$ cat config.mk
export PLATFORM = sky130hd
export DESIGN_NAME = alu_control_sequencer
export DESIGN_NICKNAME = d
export VERILOG_FILES = /design/src/rtl/alu_control_sequencer.sv
export SDC_FILE = /design/constraint.sdc
export NUM_CORES = 1
export LEC_CHECK = 0
export BUFFER_PORTS_ARGS = -buffer_cell sky130_fd_sc_hd__clkbuf_2
export CAP_MARGIN = 20
export CORE_MARGIN = 1
export CORE_UTILIZATION = 35
export CTS_BUF_LIST = sky130_fd_sc_hd__clkbuf_4 sky130_fd_sc_hd__clkbuf_8 sky130_fd_sc_hd__clkbuf_16
export CTS_CLUSTER_SIZE = 20
export DETAILED_ROUTE_END_ITERATION = 10
export GPL_ROUTABILITY_DRIVEN = 0
export PLACE_DENSITY = 0.75
export SKIP_CTS_REPAIR_TIMING = 1
export SYNTH_ARGS = -nofsm -noshare
export SYNTH_HDL_FRONTEND = slang
export SYNTH_SLANG_ARGS = --single-unit
$ cat constraint.sdc
create_clock -name CLK -period 5.5 [get_ports CLK]
set_clock_uncertainty 0.2 [all_clocks]
set_input_delay 0 -clock CLK [delete_from_list [all_inputs] [get_ports CLK]]
set_output_delay 0 -clock CLK [all_outputs]
set_load 0.02 [all_outputs]
$ cat src/rtl/alu_control_sequencer.sv
// Instruction-side sequencer for the 8-bit ALU: decodes one instruction per handshake,
// holds its ALU controls for the op latency, then pulses writeback/jump/branch for one cycle.
module alu_control_sequencer #(
  parameter int unsigned SIMPLE_CYCLES = 1,
  parameter int unsigned SHIFT_CYCLES  = 2,
  parameter int unsigned MUL_CYCLES    = 3
) (
  input  logic        CLK,
  input  logic        RESET_N,
  input  logic [31:0] INSTRUCTION,
  input  logic        INSTR_VALID,
  output logic        INSTR_READY,
  input  logic        ZERO,
  output logic [2:0]  ALU_SELECT,
  output logic        ALU_SLL,
  output logic        IMM_SEL,
  output logic        NEG_SEL,
  output logic [2:0]  DEST_REG,
  output logic        WRITE_EN,
  output logic        JUMP,
  output logic        BRANCH_TAKEN,
  output logic        ILLEGAL,
  output logic        BUSY
);

  localparam int unsigned MAX_AB = (SIMPLE_CYCLES > SHIFT_CYCLES) ? SIMPLE_CYCLES : SHIFT_CYCLES;
  localparam int unsigned MAXC   = (MAX_AB > MUL_CYCLES) ? MAX_AB : MUL_CYCLES;
  localparam int unsigned CW     = (MAXC > 1) ? $clog2(MAXC) : 1;

  typedef enum logic [1:0] {IDLE, EXEC, WB, ERR} state_t;

  state_t         state, state_n;
  logic [CW-1:0]  cnt;
  logic           accept;

  logic [2:0]     d_sel;
  logic           d_sll, d_imm, d_neg, d_wr, d_jump, d_beq, d_bne, d_legal;
  logic [CW-1:0]  d_lat;

  logic [2:0]     sel_q, dest_q;
  logic           sll_q, imm_q, neg_q, wr_q, jump_q, beq_q, bne_q;

  logic           unused_bits;
  assign unused_bits = ^{INSTRUCTION[23:19], INSTRUCTION[15:0]};

  assign accept = INSTR_VALID && (state == IDLE);

  always_comb begin
    d_sel   = '0;
    d_sll   = 1'b0;
    d_imm   = 1'b0;
    d_neg   = 1'b0;
    d_wr    = 1'b0;
    d_jump  = 1'b0;
    d_beq   = 1'b0;
    d_bne   = 1'b0;
    d_legal = 1'b1;
    d_lat   = CW'(SIMPLE_CYCLES - 1);
    case (INSTRUCTION[31:24])
      8'h00: begin d_imm = 1'b1; d_wr = 1'b1; end
      8'h01: d_wr = 1'b1;
      8'h02: begin d_sel = 3'b001; d_wr = 1'b1; end
      8'h03: begin d_sel = 3'b001; d_neg = 1'b1; d_wr = 1'b1; end
      8'h04: begin d_sel = 3'b010; d_wr = 1'b1; end
      8'h05: begin d_sel = 3'b011; d_wr = 1'b1; end
      8'h06: d_jump = 1'b1;
      8'h07: begin d_sel = 3'b001; d_neg = 1'b1; d_beq = 1'b1; end
      8'h08: begin d_sel = 3'b001; d_neg = 1'b1; d_bne = 1'b1; end
      8'h09: begin d_sel = 3'b100; d_wr = 1'b1; d_lat = CW'(MUL_CYCLES - 1); end
      8'h0A: begin d_sel = 3'b101; d_sll = 1'b1; d_imm = 1'b1; d_wr = 1'b1; d_lat = CW'(SHIFT_CYCLES - 1); end
      8'h0B: begin d_sel = 3'b101; d_imm = 1'b1; d_wr = 1'b1; d_lat = CW'(SHIFT_CYCLES - 1); end
      8'h0C: begin d_sel = 3'b110; d_imm = 1'b1; d_wr = 1'b1; d_lat = CW'(SHIFT_CYCLES - 1); end
      8'h0D: begin d_sel = 3'b111; d_imm = 1'b1; d_wr = 1'b1; d_lat = CW'(SHIFT_CYCLES - 1); end
      default: d_legal = 1'b0;
    endcase
  end

  always_ff @(posedge CLK or negedge RESET_N) begin
    if (!RESET_N) state <= IDLE;
    else          state <= state_n;
  end

  always_comb begin
    state_n = state;
    case (state)
      IDLE:    if (accept) state_n = d_legal ? EXEC : ERR;
      EXEC:    if (cnt == '0) state_n = WB;
      WB:      state_n = IDLE;
      ERR:     state_n = IDLE;
      default: state_n = IDLE;
    endcase
  end

  // Illegal opcodes leave the held controls untouched, so ERR shows the previous op's controls.
  always_ff @(posedge CLK or negedge RESET_N) begin
    if (!RESET_N) begin
      cnt    <= '0;
      sel_q  <= '0;
      dest_q <= '0;
      sll_q  <= 1'b0;
      imm_q  <= 1'b0;
      neg_q  <= 1'b0;
      wr_q   <= 1'b0;
      jump_q <= 1'b0;
      beq_q  <= 1'b0;
      bne_q  <= 1'b0;
    end else if (accept && d_legal) begin
      cnt    <= d_lat;
      sel_q  <= d_sel;
      dest_q <= INSTRUCTION[18:16];
      sll_q  <= d_sll;
      imm_q  <= d_imm;
      neg_q  <= d_neg;
      wr_q   <= d_wr;
      jump_q <= d_jump;
      beq_q  <= d_beq;
      bne_q  <= d_bne;
    end else if (state == EXEC && cnt != '0) begin
      cnt <= cnt - CW'(1);
    end
  end

  always_comb begin
    INSTR_READY  = (state == IDLE) && RESET_N;
    BUSY         = !INSTR_READY;
    ALU_SELECT   = sel_q;
    ALU_SLL      = sll_q;
    IMM_SEL      = imm_q;
    NEG_SEL      = neg_q;
    DEST_REG     = dest_q;
    WRITE_EN     = (state == WB) && wr_q;
    JUMP         = (state == WB) && jump_q;
    BRANCH_TAKEN = (state == WB) && ((beq_q && ZERO) || (bne_q && !ZERO));
    ILLEGAL      = (state == ERR);
  end

endmodule

==> results.json, run 1 <==
{
  "die_w_um": 54.0,
  "fp.dieArea_um2": 2920,
  "path_max_fanout": 7,
  "synth_edf_count": 0,
  "min_path_type": "input pin to flip-flop",
  "synth_common_cells": "dfrtp_1, inv_1, clkbuf_1, mux2_2",
  "dp_hpwl_um": 1490,
  "reg2reg_depth": 4,
  "initial_core_util_pct": 37.5,
  "row_count": 18,
  "p_switching_mw": 0.167,
  "min_period_over_period_pct": 53.9,
  "coreArea_um2": 2520,
  "power_mw": 0.440,
  "yosysTopAreaCellShare_pct": 44.9,
  "period_minus_slack_ps": 2960,
  "final_cells": 157,
  "pwr-share-clk_pct": 15.3,
  "outcome": "finished, violations left",
  "leakage_nw": 0.612,
  "drcViolationCount": 0,
  "clkSlewWorstSetupHoldPaths_ps": 100,
  "pre_cts_slack_ps": 3210,
  "pwr-share-seq_pct": 42.6,
  "grt_use_total_pct": 15.9,
  "wl_per_cell_um": 13.5,
  "setup_tns_ps": 0,
  "pwr-share-comb_pct": 42.1,
  "grt_pass1_vias": 768,
  "worstHoldEndpoint": "state[1]",
  "max_slew_margin_pct": 52.2,
  "cts_tree": "yes",
  "ys_warn_count": 0,
  "syn_to_final_growth_pct": 32.4,
  "vdd_drop_max_uv": 213,
  "final_area_um2": 1250,
  "die_h_um": 54.0,
  "yosys-top-cells-area": "dfrtp_1, mux2_2, a21bo_2",
  "htree_levels": 1,
  "synth_largest_area_cell": "dfrtp_1",
  "powerDensity_nw_per_um2": 351,
  "grt_pass1_wl_um": 3310,
  "syn_inst": 88,
  "tightestPinTransition_ps": 714,
  "io_buffers": 29,
  "insertion_delay_ps": 290,
  "syn_avg_cell_area_um2": 10.8,
  "start_kind": "input pin",
  "min_path_cells": 4,
  "antenna_cells": 0,
  "setup.worst_path.end_class": "flip-flop",
  "post_route_cells_drive_above_1_share_pct": 37.8,
  "crit_arrival_ps": 3000,
  "ctsLongestPathBuffers": 2,
  "fin_ws_ps": 2540,
  "synthDistinctLibCells": 39,
  "ys_async_sr_fraction_pct": 100,
  "timing.rr.start": "state[0]",
  "cts_root_buffer": "clkbuf_4",
  "rsz0062_at_grt": "no",
  "gr-total-overflow": 0,
  "timing.max_cap.violations": 0,
  "swShare_pct": 38.0,
  "grt_max_degree": 19,
  "ys_seq_area_share_pct": 44.9,
  "vias": 846,
  "placed_area_um2": 1110,
  "drv_slew": 0,
  "drtPass1Iterations": 5,
  "setup_viol": 0,
  "violations": "hold timing",
  "ys_seq_elements": 17,
  "setup.worst_path.start": "INSTRUCTION[30]",
  "cts.sinks": 17,
  "antenna_found_initial": 0,
  "seqCellArea_um2": 425,
  "pin_count": 51,
  "critical_path_class": "input pin to flip-flop",
  "fillCellCount": 240,
  "reg2reg_slack_ps": 2820,
  "numCtsBuffers": 3,
  "intPower_mw": 0.273,
  "synth.most_common_cell": "dfrtp_1",
  "final_nets": 165,
  "required_ps": 5540,
  "drt_iter0_markers": 20,
  "hold_viol": 4,
  "fmax_mhz": 338,
  "synth-main-ff-cell": "dfrtp_1",
  "via_per_inst": 5.39,
  "syn-num-nets": 125,
  "multi_input_area_um2": 475,
  "synth_area_um2": 947,
  "timing.hold.ws_ps": -47.1,
  "dp_cells": 141,
  "postRouteAntennaNets": 0,
  "min-delay-start": "INSTRUCTION[31]",
  "wirelength_um": 2120,
  "r2r_end": "jump_q"
}
-- cells in the final DEF, fill, tap and decap left out, types with 2 or more instances in the layout --
cell	synthesis	layout
dlygate4sd3_1	0	12
nor3b_1	3	3
a21oi_1	3	3
nand3_1	3	3
nor3_1	2	2
nor4_1	2	2
nand4_1	2	2
nor2_1	3	3
or3b_2	2	2
inv_1	6	6
and4_1	2	2
clkbuf_4	0	3
nand2b_1	2	2
a21bo_2	3	3
o2bb2ai_1	2	2
dfrtp_1	17	17
nand2_1	3	3
clkbuf_2	0	29
mux2_1	2	2
mux2_2	5	5
-- critical path, cell delays in order --
cell	delay [ps]
dlygate4sd3_1	530
clkbuf_2	130
nor4_4	280
dlygate4sd3_1	680
nand3_1	80
dlygate4sd3_1	580
a32oi_1	160
dlygate4sd3_1	560
-- worst max path at each step --
stage | to
floorplan | cnt[1]
finish | cnt[0]
detailed placement | DEST_REG[0]
global placement | bne_q
global route | cnt[0]
CTS | DEST_REG[0]
-- final cells by class --
| class | count | share of cell area (%) |
|---|---|---|
| Multi-Input combinational cell | 59 | 37.9 |
| Sequential cell | 17 | 33.9 |
| Timing Repair Buffer | 41 | 21.2 |
| Tap cell | 30 | 2.99 |
| Clock buffer | 3 | 1.80 |
| Inverter | 6 | 1.80 |
| Clock inverter | 1 | 0.399 |
-- cell families after synthesis --
| group | Yosys count | synth area share, % |
|---|---|---|
| adder cells (fa/ha/maj) | 1 | 1.32 |
| buffers and inverters | 12 | 4.89 |
| flip-flops | 17 | 44.9 |
| AO/OA/AOI/OAI | 17 | 14.5 |
| AND/OR/NAND/NOR | 32 | 24.0 |
| multiplexers | 8 | 9.38 |
| XOR/XNOR | 1 | 0.925 |
-- sequential cells by signal, indices dropped and copies added, names as in the netlist --
name,count
DEST_REG,3
jump_q,1
bne_q,1
ALU_SLL,1
beq_q,1
wr_q,1
NEG_SEL,1
state,2
cnt,2
IMM_SEL,1
ALU_SELECT,3
-- power groups by stage --
stage | combinational [mW] | clock, mW | sequential, mW
final | 0.185 | 0.0674 | 0.187
after global routing | 0.202 | 0.0771 | 0.193
after CTS | 0.170 | 0.0680 | 0.187
after detailed placement | 0.169 | 0 | 0.189
after global placement | 0.163 | 0 | 0.187
after floorplan | 0.105 | 0 | 0.199
-- routing by layer --
metal / part of all wire (%) / track usage [%] / vias up / routed length, um
met5: 0 / 0 / - / 0
met4: 1.4 / 7.69 / 0 / 29
met3: 3.8 / 2.26 / 3 / 80
met2: 51 / 27.8 / 22 / 1080
met1: 44 / 19.0 / 412 / 925
li1: - / - / 409 / -
-- through the flow --
step,hold slack [ps],util (%)
after global routing,-7.21,49.7
after global placement,-246,43.8
after detailed placement,-237,43.8
after floorplan,-496,-
final,-47.1,49.7
after CTS,-561,44.9
Note: power is estimated with default switching activity, not from simulation.
==> run 2: changes to the inputs <==
clock period = 2.96 ns   (was 5.5 ns; I/O delays follow)
==> run 2 against run 1 <==
  * The flow still finishes with violations (hold timing)
  * Final cell count stayed put
  * Largest power group unchanged
  * Power rose by 82%
  * Clock power rose by 87%
  * Largest cell class unchanged
  * First-iteration DRC count up 15%
  * Setup slack got worse by 2200 ps
  * Clock-buffer cell count did not move
  * Sequential power is 86% higher
  * Global-route usage unchanged
  * Worst hold slack lost 1.6 ps
  * Routed wire length hardly changed
==> results.json, run 2 (synthesized netlist as in run 1, its figures left out) <==
{
  "outcome": "finished, violations left",
  "violations": "hold timing",
  "antenna_cells": 0,
  "drv_slew": 0,
  "clkSlewWorstSetupHoldPaths_ps": 100,
  "final_nets": 165,
  "leakage_nw": 0.612,
  "cp_top_family": "simple AND/OR/NAND/NOR gates",
  "row_count": 18,
  "period_minus_slack_ps": 2660,
  "cts.sinks": 17,
  "vdd_drop_max_uv": 392,
  "insertion_delay_ps": 290,
  "cts_tree": "yes",
  "gr-total-overflow": 0,
  "pin_count": 51,
  "min_period_over_period_pct": 90.0,
  "top_usage_layer": "met2",
  "initial_core_util_pct": 37.5,
  "die_h_um": 54.0,
  "drtPass1Iterations": 4,
  "fp.dieArea_um2": 2920,
  "setup_tns_ps": 0,
  "min_path_type": "input pin to flip-flop",
  "critical_path_class": "flip-flop to flip-flop",
  "post_route_cells_drive_above_1_share_pct": 37.8,
  "path_max_fanout": 13,
  "drcViolationCount": 0,
  "grt_pass1_vias": 768,
  "wl_per_cell_um": 13.5,
  "max_slew_margin_pct": 52.1,
  "grt_pass1_wl_um": 3310,
  "layout.cells.most_common": "clkbuf_2",
  "die_w_um": 54.0,
  "hold_viol": 4,
  "setup.worst_path.end_class": "flip-flop",
  "crit_chain": "nor3b_2 -> nand3_1 -> o2bb2ai_1 -> dlygate4sd3_1",
  "coreArea_um2": 2520,
  "path_buf_inv": 1,
  "htree_levels": 1,
  "required_ps": 2950,
  "setup_viol": 0,
  "syn_to_final_growth_pct": 32.4,
  "grt_use_total_pct": 15.9,
  "vias": 834,
  "timing.hold.ws_ps": -48.8,
  "start_kind": "flip-flop",
  "dp_cells": 141,
  "postRouteAntennaNets": 0,
  "via_per_inst": 5.31,
  "numCtsBuffers": 3,
  "tightestPinTransition_ps": 717,
  "slowest_stage": "nand3_1",
  "grt_use_met2_pct": 27.8,
  "final_cell_mix": "clkbuf_2, dfrtp_1, dlygate4sd3_1, inv_1, mux2_2",
  "met1_usage_pct": 19.0,
  "cts_root_buffer": "clkbuf_4",
  "grt_max_degree": 19,
  "io_buffers": 29,
  "drt_iter0_markers": 23,
  "wirelength_um": 2120,
  "fmax_mhz": 375,
  "antenna_found_initial": 0,
  "ctsLongestPathBuffers": 2,
  "rsz0062_at_grt": "no",
  "met3_usage_pct": 2.26,
  "dp_hpwl_um": 1490,
  "powerDensity_nw_per_um2": 638,
  "timing.max_cap.violations": 0,
  "max_stage_delay_ps": 570,
  "final_cells": 157,
  "crit_arrival_ps": 2650
}
run 2: cell counts in the layout (fill, tap and decap cells not counted):
Identical to the previous run, type by type.
run 2: worst min-delay path, cell delays in order:
cell      delay [ps]
clkbuf_2         110
nor4_4            60
a21oi_1          140
a31o_2           110
run 2: final timing paths:
check | startpoint | endpoint | slack (ps) | depth (start not counted)
setup / recovery | state[0] | jump_q | 300 | 4
hold / removal | INSTRUCTION[31] | state[1] | -50 | 4
setup reg to reg | state[0] | jump_q | 300 | 4
hold reg to reg | ALU_SELECT[1] | ALU_SELECT[1] | 290 | 1
max in group asynchronous | RESET_N | DEST_REG[0] | 1420 | 3
min in group asynchronous | RESET_N | state[0] | 690 | 3
run 2: layout make-up:
type,instances,area (um^2)
clock inverter,1,5.00
timing repair buffer,41,265
clock buffer,3,22.5
sequential,17,425
fill,238,1270
tap,30,37.5
inverter,6,22.5
multi-input combinational,59,475
run 2: per-layer routing:
layer	wire (um)	part of all wire, %
met1	952	45
met2	1060	50
met3	83	3.9
met4	29	1.4
met5	0	0
run 2: where the power goes:
| group | switching [mW] | internal [mW] |
|---|---|---|
| combinational | 0.183 | 0.143 |
| sequential | 0.0502 | 0.298 |
| clock | 0.0758 | 0.0504 |
| total | 0.309 | 0.492 |
run 2: stage by stage:
| stage | utilization, % | total power, mW | setup slack, ps | instance area (um^2) |
|---|---|---|---|---|
| 6_report | 49.7 | 0.800 | 297 | 1250 |
| 5_1_grt | 49.7 | 0.856 | 158 | 1250 |
| 4_1_cts | 44.9 | 0.789 | 642 | 1130 |
| 3_5_place_dp | 43.8 | 0.667 | 667 | 1110 |
| 3_3_place_gp | 43.8 | 0.649 | 746 | 1110 |
| 2_1_floorplan | - | 0.565 | 1020 | 947 |
